$ cat src/rtl/lcd_frame_writer.sv
// ---------------------------------------------------------------------------
// lcd_frame_writer
//
// Holds a 2x16 character frame buffer and streams it to a character-LCD
// driver as 34 words: a line-1 cursor command, 16 characters, a line-2
// cursor command and 16 more characters.  Each word is handed over with a
// one-cycle data_ready strobe and a busy/not-busy handshake on lcd_busy.
// If the driver never raises lcd_busy after a strobe, the same word is
// re-issued after ACK_TIMEOUT cycles.
//
// A refresh pulse during a transfer queues exactly one further frame.
//
// Optional build macro:
//   LCD_FRAME_WRITER_AUTO_REFRESH_EN - every buffer write also requests a
//   frame, so edits reach the display without an explicit refresh pulse.
//   Undefined (default): only refresh starts or queues a frame.
// ---------------------------------------------------------------------------
module lcd_frame_writer #(
    parameter int ACK_TIMEOUT = 255
) (
    input  logic       clock,
    input  logic       reset_n,
    input  logic       wr_en,
    input  logic [4:0] wr_addr,
    input  logic [7:0] wr_data,
    input  logic       refresh,
    input  logic       lcd_busy,
    output logic [8:0] d_out,
    output logic       data_ready,
    output logic       active,
    output logic       done
);

    // FSM encoding
    localparam logic [1:0] IDLE      = 2'd0;
    localparam logic [1:0] WAIT_FREE = 2'd1;
    localparam logic [1:0] WAIT_ACK  = 2'd2;
    localparam logic [1:0] WAIT_DONE = 2'd3;

    // Word positions inside a frame
    localparam logic [5:0] LINE1_CMD_IDX = 6'd0;
    localparam logic [5:0] LINE2_CMD_IDX = 6'd17;
    localparam logic [5:0] LAST_IDX      = 6'd33;

    // LCD commands that place the cursor at the start of each line
    localparam logic [7:0] LINE1_CMD = 8'h80;
    localparam logic [7:0] LINE2_CMD = 8'hC0;
    localparam logic [7:0] SPACE     = 8'h20;

    // Acknowledge-timeout counter sized to hold ACK_TIMEOUT
    localparam int            TW          = (ACK_TIMEOUT < 1) ? 1 : $clog2(ACK_TIMEOUT + 1);
    localparam logic [TW-1:0] TIMEOUT_MAX = TW'(ACK_TIMEOUT);

    // Registered state
    logic [1:0]    r_state;
    logic [5:0]    r_idx;
    logic          r_pending;
    logic [TW-1:0] r_timeout;
    logic [8:0]    r_d_out;
    logic          r_data_ready;
    logic          r_active;
    logic          r_done;
    logic [7:0]    r_buf [32];

    // Combinational helpers
    logic          w_req;
    logic [4:0]    w_cell;
    logic [8:0]    w_word;

    assign d_out      = r_d_out;
    assign data_ready = r_data_ready;
    assign active     = r_active;
    assign done       = r_done;

    // Frame request source: refresh always, buffer writes only when enabled
`ifdef LCD_FRAME_WRITER_AUTO_REFRESH_EN
    assign w_req = refresh | wr_en;
`else
    assign w_req = refresh;
`endif

    // Frame buffer: written on any cycle, cleared to spaces by reset
    always_ff @(posedge clock or negedge reset_n) begin
        // NOTE: a reset on an array builds it from flops rather than RAM;
        // that is intended here because the power-up frame must be all spaces.
        if (!reset_n) begin
            for (int i = 0; i < 32; i++) begin
                r_buf[i] <= SPACE;
            end
        end else if (wr_en) begin
            r_buf[wr_addr] <= wr_data;
        end
    end

    // Map the word index onto the buffer cell it carries (1-16 -> 0-15, 18-33 -> 16-31)
    always_comb begin
        // NOTE: every always_comb output gets a default first so that no
        // path through the block can leave it unassigned and infer a latch.
        w_cell = 5'd0;
        if (r_idx >= 6'd18) begin
            w_cell = 5'(r_idx - 6'd2);
        end else if (r_idx >= 6'd1) begin
            w_cell = 5'(r_idx - 6'd1);
        end
    end

    // Build the word for the current index; characters come straight from the buffer
    always_comb begin
        w_word = {1'b1, r_buf[w_cell]};
        if (r_idx == LINE1_CMD_IDX) begin
            w_word = {1'b0, LINE1_CMD};
        end else if (r_idx == LINE2_CMD_IDX) begin
            w_word = {1'b0, LINE2_CMD};
        end
    end

    // Transfer sequencer: issue, wait for busy to rise, wait for busy to fall
    always_ff @(posedge clock or negedge reset_n) begin
        // NOTE: sequential state uses non-blocking assignments so every flop
        // samples pre-edge values, independent of statement order.
        if (!reset_n) begin
            r_state      <= IDLE;
            r_idx        <= 6'd0;
            r_pending    <= 1'b0;
            r_timeout    <= '0;
            r_d_out      <= 9'h000;
            r_data_ready <= 1'b0;
            r_active     <= 1'b0;
            r_done       <= 1'b0;
        end else begin
            // Strobes are single-cycle unless reasserted below
            r_data_ready <= 1'b0;
            r_done       <= 1'b0;

            // Requests arriving mid-transfer collapse into a single queued frame
            if (r_state != IDLE && w_req) begin
                r_pending <= 1'b1;
            end

            case (r_state)
                IDLE: begin
                    if (w_req || r_pending) begin
                        r_idx     <= 6'd0;
                        r_pending <= 1'b0;
                        r_active  <= 1'b1;
                        r_state   <= WAIT_FREE;
                    end
                end

                WAIT_FREE: begin
                    // Characters are captured here, so late edits to unsent cells still go out
                    if (!lcd_busy) begin
                        r_d_out      <= w_word;
                        r_data_ready <= 1'b1;
                        r_timeout    <= '0;
                        r_state      <= WAIT_ACK;
                    end
                end

                WAIT_ACK: begin
                    if (lcd_busy) begin
                        r_state <= WAIT_DONE;
                    end else if (r_timeout == TIMEOUT_MAX) begin
                        // Driver missed the strobe: go back and send the same word again
                        r_state <= WAIT_FREE;
                    end else begin
                        r_timeout <= r_timeout + TW'(1);
                    end
                end

                WAIT_DONE: begin
                    if (!lcd_busy) begin
                        if (r_idx == LAST_IDX) begin
                            r_done   <= 1'b1;
                            r_active <= 1'b0;
                            r_state  <= IDLE;
                        end else begin
                            r_idx   <= r_idx + 6'd1;
                            r_state <= WAIT_FREE;
                        end
                    end
                end

                default: begin
                    r_state <= IDLE;
                end
            endcase
        end
    end

endmodule
$ cat config.mk
export PLATFORM = sky130hd
export DESIGN_NAME = lcd_frame_writer
export DESIGN_NICKNAME = d
export VERILOG_FILES = /design/src/rtl/lcd_frame_writer.sv
export SDC_FILE = /design/constraint.sdc
export NUM_CORES = 1
export LEC_CHECK = 0
export BUFFER_PORTS_ARGS = -buffer_cell sky130_fd_sc_hd__clkbuf_2
export CORE_MARGIN = 2
export CORE_UTILIZATION = 50
export DETAILED_ROUTE_END_ITERATION = 6
export PLACE_DENSITY = 0.66
export SYNTH_ARGS = -nofsm -noshare
export SYNTH_HDL_FRONTEND = slang
export SYNTH_SLANG_ARGS = --single-unit
$ cat constraint.sdc
create_clock -name clock -period 4.2 [get_ports clock]
set_input_delay 0.63 -clock clock [delete_from_list [all_inputs] [get_ports clock]]
set_output_delay 0.63 -clock clock [all_outputs]
set_load 0.03 [all_outputs]
# [Yosys cells after proc, flatten, opt, wreduce, memory -nomap -nowiden]
# Cells that the tools add are included.
[totals] latchBits=0 ram_bits=0 romBits=0 n_memories=0 register_bits=285
[classes] add_sub_neg=4 multipliers=0 n_reduce_logical=13 n_shift=0 n_mux=37 div_mod_pow=0 bitwise_logic=3 n_eq_ne=14 magnitude_cmp=5
[ops] op="bitwise mux 256 bit" count=1
[ops] op="two-way mux 8 bit" count=6
[ops] op="binary-select mux 8 bit (select 5 bit)" count=1
[ops] op="demux 8 bit (select 5 bit)" count=1
[ops] op="two-way mux 6 bit" count=3
[ops] op="two-way mux 9 bit" count=2
[ops] op="case mux 8 bit (2 select lines)" count=1
[ops] op="AND reduction 4 bit" count=4
[ops] op="inequality test 2 bit (second input constant)" count=7
[ops] op="greater-or-equal comparator 6 bit (second input constant)" count=2
[ops] op="two-way mux 1 bit" count=12
[ops] op="inverter 5 -> 6 bit" count=2
[ops] op="case mux 6 bit (2 select lines)" count=1
[ops] op="two-way mux 2 bit" count=5
[ops] op="two-way mux 5 bit" count=2
[ops] op="adder 8 x 1 -> 8 bit (second input constant)" count=1
[ops] op="== test 8 bit (second input constant)" count=1
[ops] op="case mux 2 bit (4 select lines)" count=1
[ops] op="adder 6 x 1 -> 6 bit (second input constant)" count=1
[ops] op="== test 6 x 5 -> 1 bit (second input constant)" count=1
[ops] op="== test 6 bit (second input constant)" count=1
[ops] op="greater-or-equal comparator 6 x 1 -> 1 bit (second input constant)" count=1
[ops] op="greater-or-equal comparator 6 x 5 -> 1 bit (second input constant)" count=1
[ops] op="zero test 6 bit" count=1
[ops] op="other kinds (13)" count=17

# [Longest topological paths before layout]
# Gate-level depths: netlist (run 1).
[depth] ltp_word=9 depth_mapped=13 depth_no_buf=10

# [Least setup slack after synthesis (run 1)]
# OpenSTA, ideal clock, no wires.
[synth_path] path_kind="reg2reg" from="register r_idx[0]" to="register r_d_out[7], in the netlist d_out[7]" t_required_ns=4.074 setup_slack_ns=1.231 period_less_slack_ns=2.969 path_buffers=1 arrival_ns=2.842 stages_incl_launch_ff=12 cell_sequence="dfrtp_1 inv_1 ha_1 o41a_1 a2111o_1 and2_4 buf_6 a211oi_1 nand2_1 a32oi_1 a31oi_1 o32a_1"
[synth_between] elab_chain_len=9 word_cells_on_any_way=14
[synth_lines] item="start, declared" line="56" text="logic [5:0] r_idx;"
[synth_lines] item="start signal, assigned" line="178" text="r_idx <= r_idx + 6'd1;"
[synth_lines] item="subtractor 5 x 1 -> 5 bit / greater-or-equal comparator 6 x 1 -> 1 bit (equally long branches)" line="103, 102"
[synth_lines] item="two-way mux 5 bit" line="102" text="end else if (r_idx >= 6'd1) begin"
[synth_lines] item="two-way mux 5 bit" line="100" text="if (r_idx >= 6'd18) begin"
[synth_lines] item="inverter 5 -> 6 bit (implied by the code)" line="109" text="w_word = {1'b1, r_buf[w_cell]};"
[synth_lines] item="binary-select mux 8 bit (select 5 bit)" line="109"
[synth_lines] item="two-way mux 8 bit (implied by the code) (2 in series)" line="109"
[synth_lines] item="two-way mux 9 bit" line="112" text="end else if (r_idx == LINE2_CMD_IDX) begin"
[synth_lines] item="two-way mux 9 bit (*)" line="110" text="if (r_idx == LINE1_CMD_IDX) begin"
[synth_lines] item="end signal, assigned" line="153" text="r_d_out <= w_word;"
[synth_lines] item="end, declared" line="59" text="logic [8:0] r_d_out;"
# Every way passes the cells marked *; elsewhere a longest branch is shown, timed or not. The select of a mux whose other input is x is not followed.
# A chain may end at the register's enable or synchronous reset.

# [Final worst setup path (run 1)]
[layout_path] from="register r_idx[0]" to="register r_d_out[6], in the netlist d_out[6]"
# Same word-level chain as after synthesis.

==> summary.md, run 1 <==
| Metric | Value |
|---|---|
| Status | `finished clean` |
| CTS Buffer Depth | `3` |
| Clock Skews | `0.01236 ns` |
| Initial drt markers | `880` |
| TNS Setup | `0 ns` |
| WP data required | `4.64 ns` |
| Core footprint | `27030 um^2` |
| Hold Buf Count CTS | `0` |
| Seq/Total Area, Yosys | `52.10%` |
| WL/cell | `21.80 um` |
| CTS sink count | `285` |
| Worst skew pair latency | `0.57 ns` |
| Num rows | `60` |
| Area leader, netlist | `dfrtp_1` |
| Diodes inserted | `0` |
| Leak | `6.886 nW` |
| Global-route usage over all layers | `25.05%` |
| Post-synthesis cell count | `1250` |
| Final hold viol count | `0` |
| Main synth FF type | `dfrtp_1` |
| Initial Util | `50.94%` |
| Post-Syn Area | `13770 um^2` |
| Global route overflow | `0` |
| Initial DRT Pass Iterations | `5` |
| PD cells | `702.4 nW/um^2` |
| Arr. time, crit path | `4.17 ns` |
| Area occupied by multi-input gates | `6210 um^2` |
| DR vias | `9811` |
| Worst Tran Pin Value | `0.9876 ns` |
| Root buf cell | `clkbuf_16` |
| Register bit total from synthesis | `285` |
| Crit path kind | `flop to flop` |
| Critical Path Start Type | `flop` |
| Synth top cells by count | `mux2_2 (257), dfrtp_1 (253), nand2_1 (251)` |
| Setup crit end kind | `flop` |
| Top post-synthesis cells by area | `dfrtp_1 (46%), mux2_2 (21%), nand2_1 (6.8%)` |
| Post-synth cell types | `62` |
| Synth Net Count | `1277` |
| Max cap viols | `0` |
| Num CTS Buffers | `30` |
| Synth Area per Inst | `11.01 um^2` |
| Largest net degree at the start of global routing | `106` |
| DP HPWL | `22.33 mm` |
| Final min period | `3.732 ns` |
| Initial antenna violation count | `0` |
| # setup viols final | `0` |
| GPL Wtd Cong | `0.8407` |
| Chip Width | `169.9 um` |
| Share of cells above drive strength 1 | `32.26%` |
| DRC | `0` |
| First-pass GRT wire length | `56.01 mm` |
| Ys async rst share | `100.0%` |
| Area grow syn2layout | `10.97%` |
| Worst hold slack | `0.08486 ns` |
| Die Y | `169.9 um` |
| Yosys warns | `0` |
| Via density | `6.075` |
| Number of I/O port buffers | `29` |
| Top-Level Pins | `30` |
| CTS tree | `done` |
| H-tree depth | `1` |
| NumNets Final | `1277` |
| Max_slew headroom | `33.92%` |
| Top cell type's share of synthesized area | `45.99%` |
| DRT Wirelength | `35.21 mm` |
| Worst VDD drop | `0.0003597 V` |
| Register area | `7172 um^2` |
| Achievable clock frequency | `0.2680 GHz` |
| Count leader, synth | `mux2_2` |
| # resized after CTS | `0` |
| Worst Hold Class | `primary input to asynchronous set/reset pin` |
| Tcrit/Tclk final | `88.86%` |
| RSZ-0062 raised after global routing | `false` |
| Die area | `28870 um^2` |
| CP Max Fanout | `18` |
| Clock slew at reported path FFs | `0.06 ns` |
| Post-synth EDFFs | `0` |
| Final Slew Violations | `0` |
| Antenna viol nets, final | `0` |
| Post-CTS Setup Bufs | `0` |
| Filler cells | `2302` |
| Vias in the first global route | `9613` |
==> cell usage in the layout (no fill, tap or decap), drive strengths merged, types with 23 or more instances in the layout <==
| cell type | instances |
|---|---|
| mux2 | 257 |
| dfrtp | 253 |
| nand2 | 251 |
| nand3 | 93 |
| clkbuf | 68 |
| nor2 | 43 |
| dfstp | 32 |
| buf | 29 |
| mux2i | 23 |
==> routing by layer <==
metal | vias to the layer above | share of wire (%) | GRT usage [%] | routed length [um]
met5 | - | 0 | 0 | 0
met4 | 0 | 2.6 | 7.507 | 900
met3 | 64 | 5.8 | 4.000 | 2055
met2 | 291 | 47 | 39.63 | 16430
met1 | 5036 | 45 | 35.77 | 15820
li1 | 4420 | - | - | -
==> layout make-up <==
class                           instances  area share, %
Clock inverter                         16          1.147
Clock buffer                           40          5.488
Sequential cell                       285          46.95
Multi-Input combinational cell        869          40.65
Timing Repair Buffer                   57          2.801
Inverter                                7         0.1720
Tap cell                              341          2.793
==> flip-flops by register name, indices dropped and copies added, names as in the netlist <==
name        cells
r_timeout       8
r_state         2
active          1
r_idx           6
data_ready      1
r_pending       1
d_out           9
done            1
r_buf         256
==> critical path, cell delays in order, from the launching register on <==
cell and delay [ns]:
dfrtp_1 0.50, inv_1 0.16, ha_1 0.26, o41a_1 0.51
or2_2 0.36, a21oi_4 0.67, mux2i_1 0.30, mux2i_1 0.10
mux2i_1 0.39, mux2_2 0.29, a211oi_2 0.07
==> stage by stage <==
| stage | total power [W] | std cells | setup slack (ns) | util (%) | instance area (um^2) |
|---|---|---|---|---|---|
| 2_1_floorplan | 0.006582 | 1250 | 1.231 | - | 13770 |
| 3_3_place_gp | 0.007957 | 1559 | 0.5585 | 52.77 | 14260 |
| 3_5_place_dp | 0.008013 | 1559 | 0.4966 | 52.77 | 14260 |
| 4_1_cts | 0.01073 | 1615 | 0.4832 | 56.52 | 15280 |
| 5_1_grt | 0.01133 | 1615 | 0.2963 | 56.52 | 15280 |
| 6_report | 0.01073 | 1615 | 0.4681 | 56.52 | 15280 |
==> report_power, final <==
group | switching [W] | total, W | internal, W
clock network | 0.00112 | 0.00270 | 0.00159
logic | 0.00278 | 0.00436 | 0.00158
registers | 0.000337 | 0.00367 | 0.00333
==> final timing paths <==
path | from | cells after the start | slack (ns) | endpoint
min | reset_n | 1 | 0.08 | r_buf[214]$_DFFE_PN0P_
max | r_idx[0]$_DFFE_PN0P_ | 10 | 0.47 | d_out[6]$_DFFE_PN0P_
min reg2reg | r_buf[168]$_DFFE_PN0P_ | 1 | 0.50 | r_buf[168]$_DFFE_PN0P_
max in group asynchronous | reset_n | 2 | 3.02 | r_buf[48]$_DFFE_PN0P_
min in group clock | refresh | 3 | 0.33 | r_pending$_DFF_PN0_
max reg2reg | r_idx[0]$_DFFE_PN0P_ | 10 | 0.47 | d_out[6]$_DFFE_PN0P_
==> logic make-up after synthesis <==
| family | Yosys count | synth area share, % |
|---|---|---|
| multiplexers | 280 | 22.70 |
| AND/OR/NAND/NOR | 460 | 14.88 |
| buffers and inverters | 96 | 3.036 |
| adder cells (fa/ha/maj) | 9 | 0.8180 |
| XOR/XNOR | 10 | 0.6363 |
| flip-flops | 285 | 52.10 |
| AO/OA/AOI/OAI | 110 | 5.835 |
Note: power is estimated with default switching activity, not from simulation.
==> inputs of run 2 (changes only) <==
--- a/config.mk
+++ b/config.mk
@@ -11,2 +11,3 @@
 export DETAILED_ROUTE_END_ITERATION = 6
+export GPL_TIMING_DRIVEN = 0
 export PLACE_DENSITY = 0.66
==> constraint.sdc (replaced) <==
create_clock -name clock -period 4.2 [get_ports clock]
set_input_delay 0.84 -clock clock [delete_from_list [all_inputs] [get_ports clock]]
set_output_delay 0.84 -clock clock [all_outputs]
set_load 0.05 [all_outputs]
==> run 2 against run 1 <==
  * Sequential power hardly changed
  * Largest cell class unchanged
  * Final cell count is 3.5% higher
  * Die area stayed put
  * Fmax is 7.7% lower
==> summary.md, run 2 (synthesized netlist as in run 1, its figures left out) <==
| Metric | Value |
|---|---|
| Final Slew Violations | `0` |
| Crit path kind | `flop to flop` |
| Initial DRT Pass Iterations | `4` |
| Worst skew pair latency | `0.56 ns` |
| Vias in the first global route | `10160` |
| Diodes inserted | `0` |
| Clock slew at reported path FFs | `0.06 ns` |
| CTS sink count | `285` |
| Clock Skews | `0.01899 ns` |
| CP Max Fanout | `10` |
| GPL Wtd Cong | `0.9011` |
| Arr. time, crit path | `4.47 ns` |
| Num CTS Buffers | `31` |
| Commonest non-fill, non-tap cell in the layout | `mux2_2` |
| DP HPWL | `27.70 mm` |
| Share of cells above drive strength 1 | `30.58%` |
| # setup viols final | `0` |
| Worst r2r path cells | `11` |
| Final hold viol count | `0` |
| Largest reg by FF count | `r_buf` |
| TNS Setup | `0 ns` |
| Max cap viols | `0` |
| Root buf cell | `clkbuf_16` |
| Worst Tran Pin Value | `1.278 ns` |
| NumNets Final | `1337` |
| H-tree depth | `1` |
| Critical Path Start Type | `flop` |
| Tcrit/Tclk final | `96.25%` |
| Area grow syn2layout | `11.81%` |
| Most frequent cells in the layout | `mux2_2 (257), dfrtp_1 (253), nand2_1 (251)` |
| CTS Buffer Depth | `3` |
| DRT Wirelength | `40.46 mm` |
| Worst VDD drop | `0.0003937 V` |
| Num rows | `60` |
| Filler cells | `2295` |
| Via density | `6.145` |
| Initial drt markers | `1080` |
| Leak | `6.933 nW` |
| Final min period | `4.042 ns` |
| RSZ-0062 raised after global routing | `false` |
| Largest register FFs | `256` |
| Met3 Usage GRT | `4.209%` |
| First-pass GRT wire length | `62.05 mm` |
| Largest net degree at the start of global routing | `102` |
| Initial antenna violation count | `0` |
| Status | `finished clean` |
| Post-route design area | `15390 um^2` |
| Post-CTS Setup Bufs | `0` |
| CTS tree | `done` |
| Chip Width | `169.9 um` |
| GRT Max-Usage Layer | `met2` |
| WP data required | `4.63 ns` |
| Number of I/O port buffers | `25` |
| Global route overflow | `0` |
| Die Y | `169.9 um` |
| Die area | `28870 um^2` |
| DRC | `0` |
| Initial Util | `50.94%` |
| WL/cell | `24.20 um` |
| Global-route usage over all layers | `28.74%` |
| Worst Hold Class | `primary input to asynchronous set/reset pin` |
| DR vias | `10270` |
| Setup crit end kind | `flop` |
| Top-Level Pins | `30` |
| Achievable clock frequency | `0.2474 GHz` |
| Max_slew headroom | `14.49%` |
| Antenna viol nets, final | `0` |
| Area after DPL | `14400 um^2` |
| PD cells | `726.4 nW/um^2` |
| GR Util met1 | `40.35%` |
| Global Route met2 Usage | `46.35%` |
| Core footprint | `27030 um^2` |
==> run 2: power breakdown <==
group	internal, W	leakage, nW	switching, W
logic	0.00155	2.86	0.00335
clock network	0.00154	0.492	0.00110
registers	0.00333	3.58	0.000307
total	0.00642	6.93	0.00476
==> run 2: path summary, 6_finish.rpt <==
kind	from	to	slack, ns
max	r_idx[0]$_DFFE_PN0P_	d_out[3]$_DFFE_PN0P_	0.16
min	reset_n	r_idx[1]$_DFFE_PN0P_	0.36
max reg2reg	r_idx[0]$_DFFE_PN0P_	d_out[3]$_DFFE_PN0P_	0.16
min reg2reg	d_out[8]$_DFFE_PN0P_	d_out[8]$_DFFE_PN0P_	0.50
max in group asynchronous	reset_n	r_buf[197]$_DFFE_PN1P_	2.86
min in group clock	d_out[8]$_DFFE_PN0P_	d_out[8]$_DFFE_PN0P_	0.50
==> run 2: final cells by class <==
class / instances / area (um^2) / area share, %
flip-flops and latches: 285 / 7172 / 46.60
clock inverters: 10 / 73.82 / 0.4796
clock buffers: 44 / 904.6 / 5.878
repair buffers: 28 / 196.4 / 1.276
inverters: 7 / 26.28 / 0.1707
multi-input cells: 869 / 6197 / 40.27
well taps: 341 / 426.7 / 2.772
plain buffers: 88 / 394.1 / 2.561
==> run 2: critical path: stages (launching register included) <==
cell	delay, ns
dfrtp_1	0.53
inv_1	0.16
ha_1	0.26
o41a_1	0.51
a2111o_1	0.49
clkbuf_1	0.34
and3_1	0.29
a211oi_1	0.28
a311oi_1	0.11
a31oi_1	0.41
o21ai_0	0.20
a211o_1	0.32
==> run 2: per-stage QoR <==
step	hold slack [ns]	std cells	power (W)	worst slack, ns	utilization [%]
finish	0.3554	1672	0.01118	0.1576	56.95
global route	0.4170	1672	0.01172	0.01982	56.95
CTS	0.3841	1673	0.01111	0.1165	56.92
detailed placement	0.4776	1619	0.008454	-0.2104	53.27
global placement	0.4731	1616	0.008376	-3.783	52.98
floorplan	0.4706	1250	0.006622	1.231	-
==> run 2: layer usage <==
metal	wire, um	up-vias
met1	17580	5264
met2	18910	388
met3	2651	88
met5	0	-
li1	-	4534
met4	1309	0
==> run 2: repair_timing <==
action / CTS / global route
pin swaps: 0 / 0
endpoints found under the setup margin: 6 / 7
hold buffers: 0 / 0
resized for setup: 3 / 9
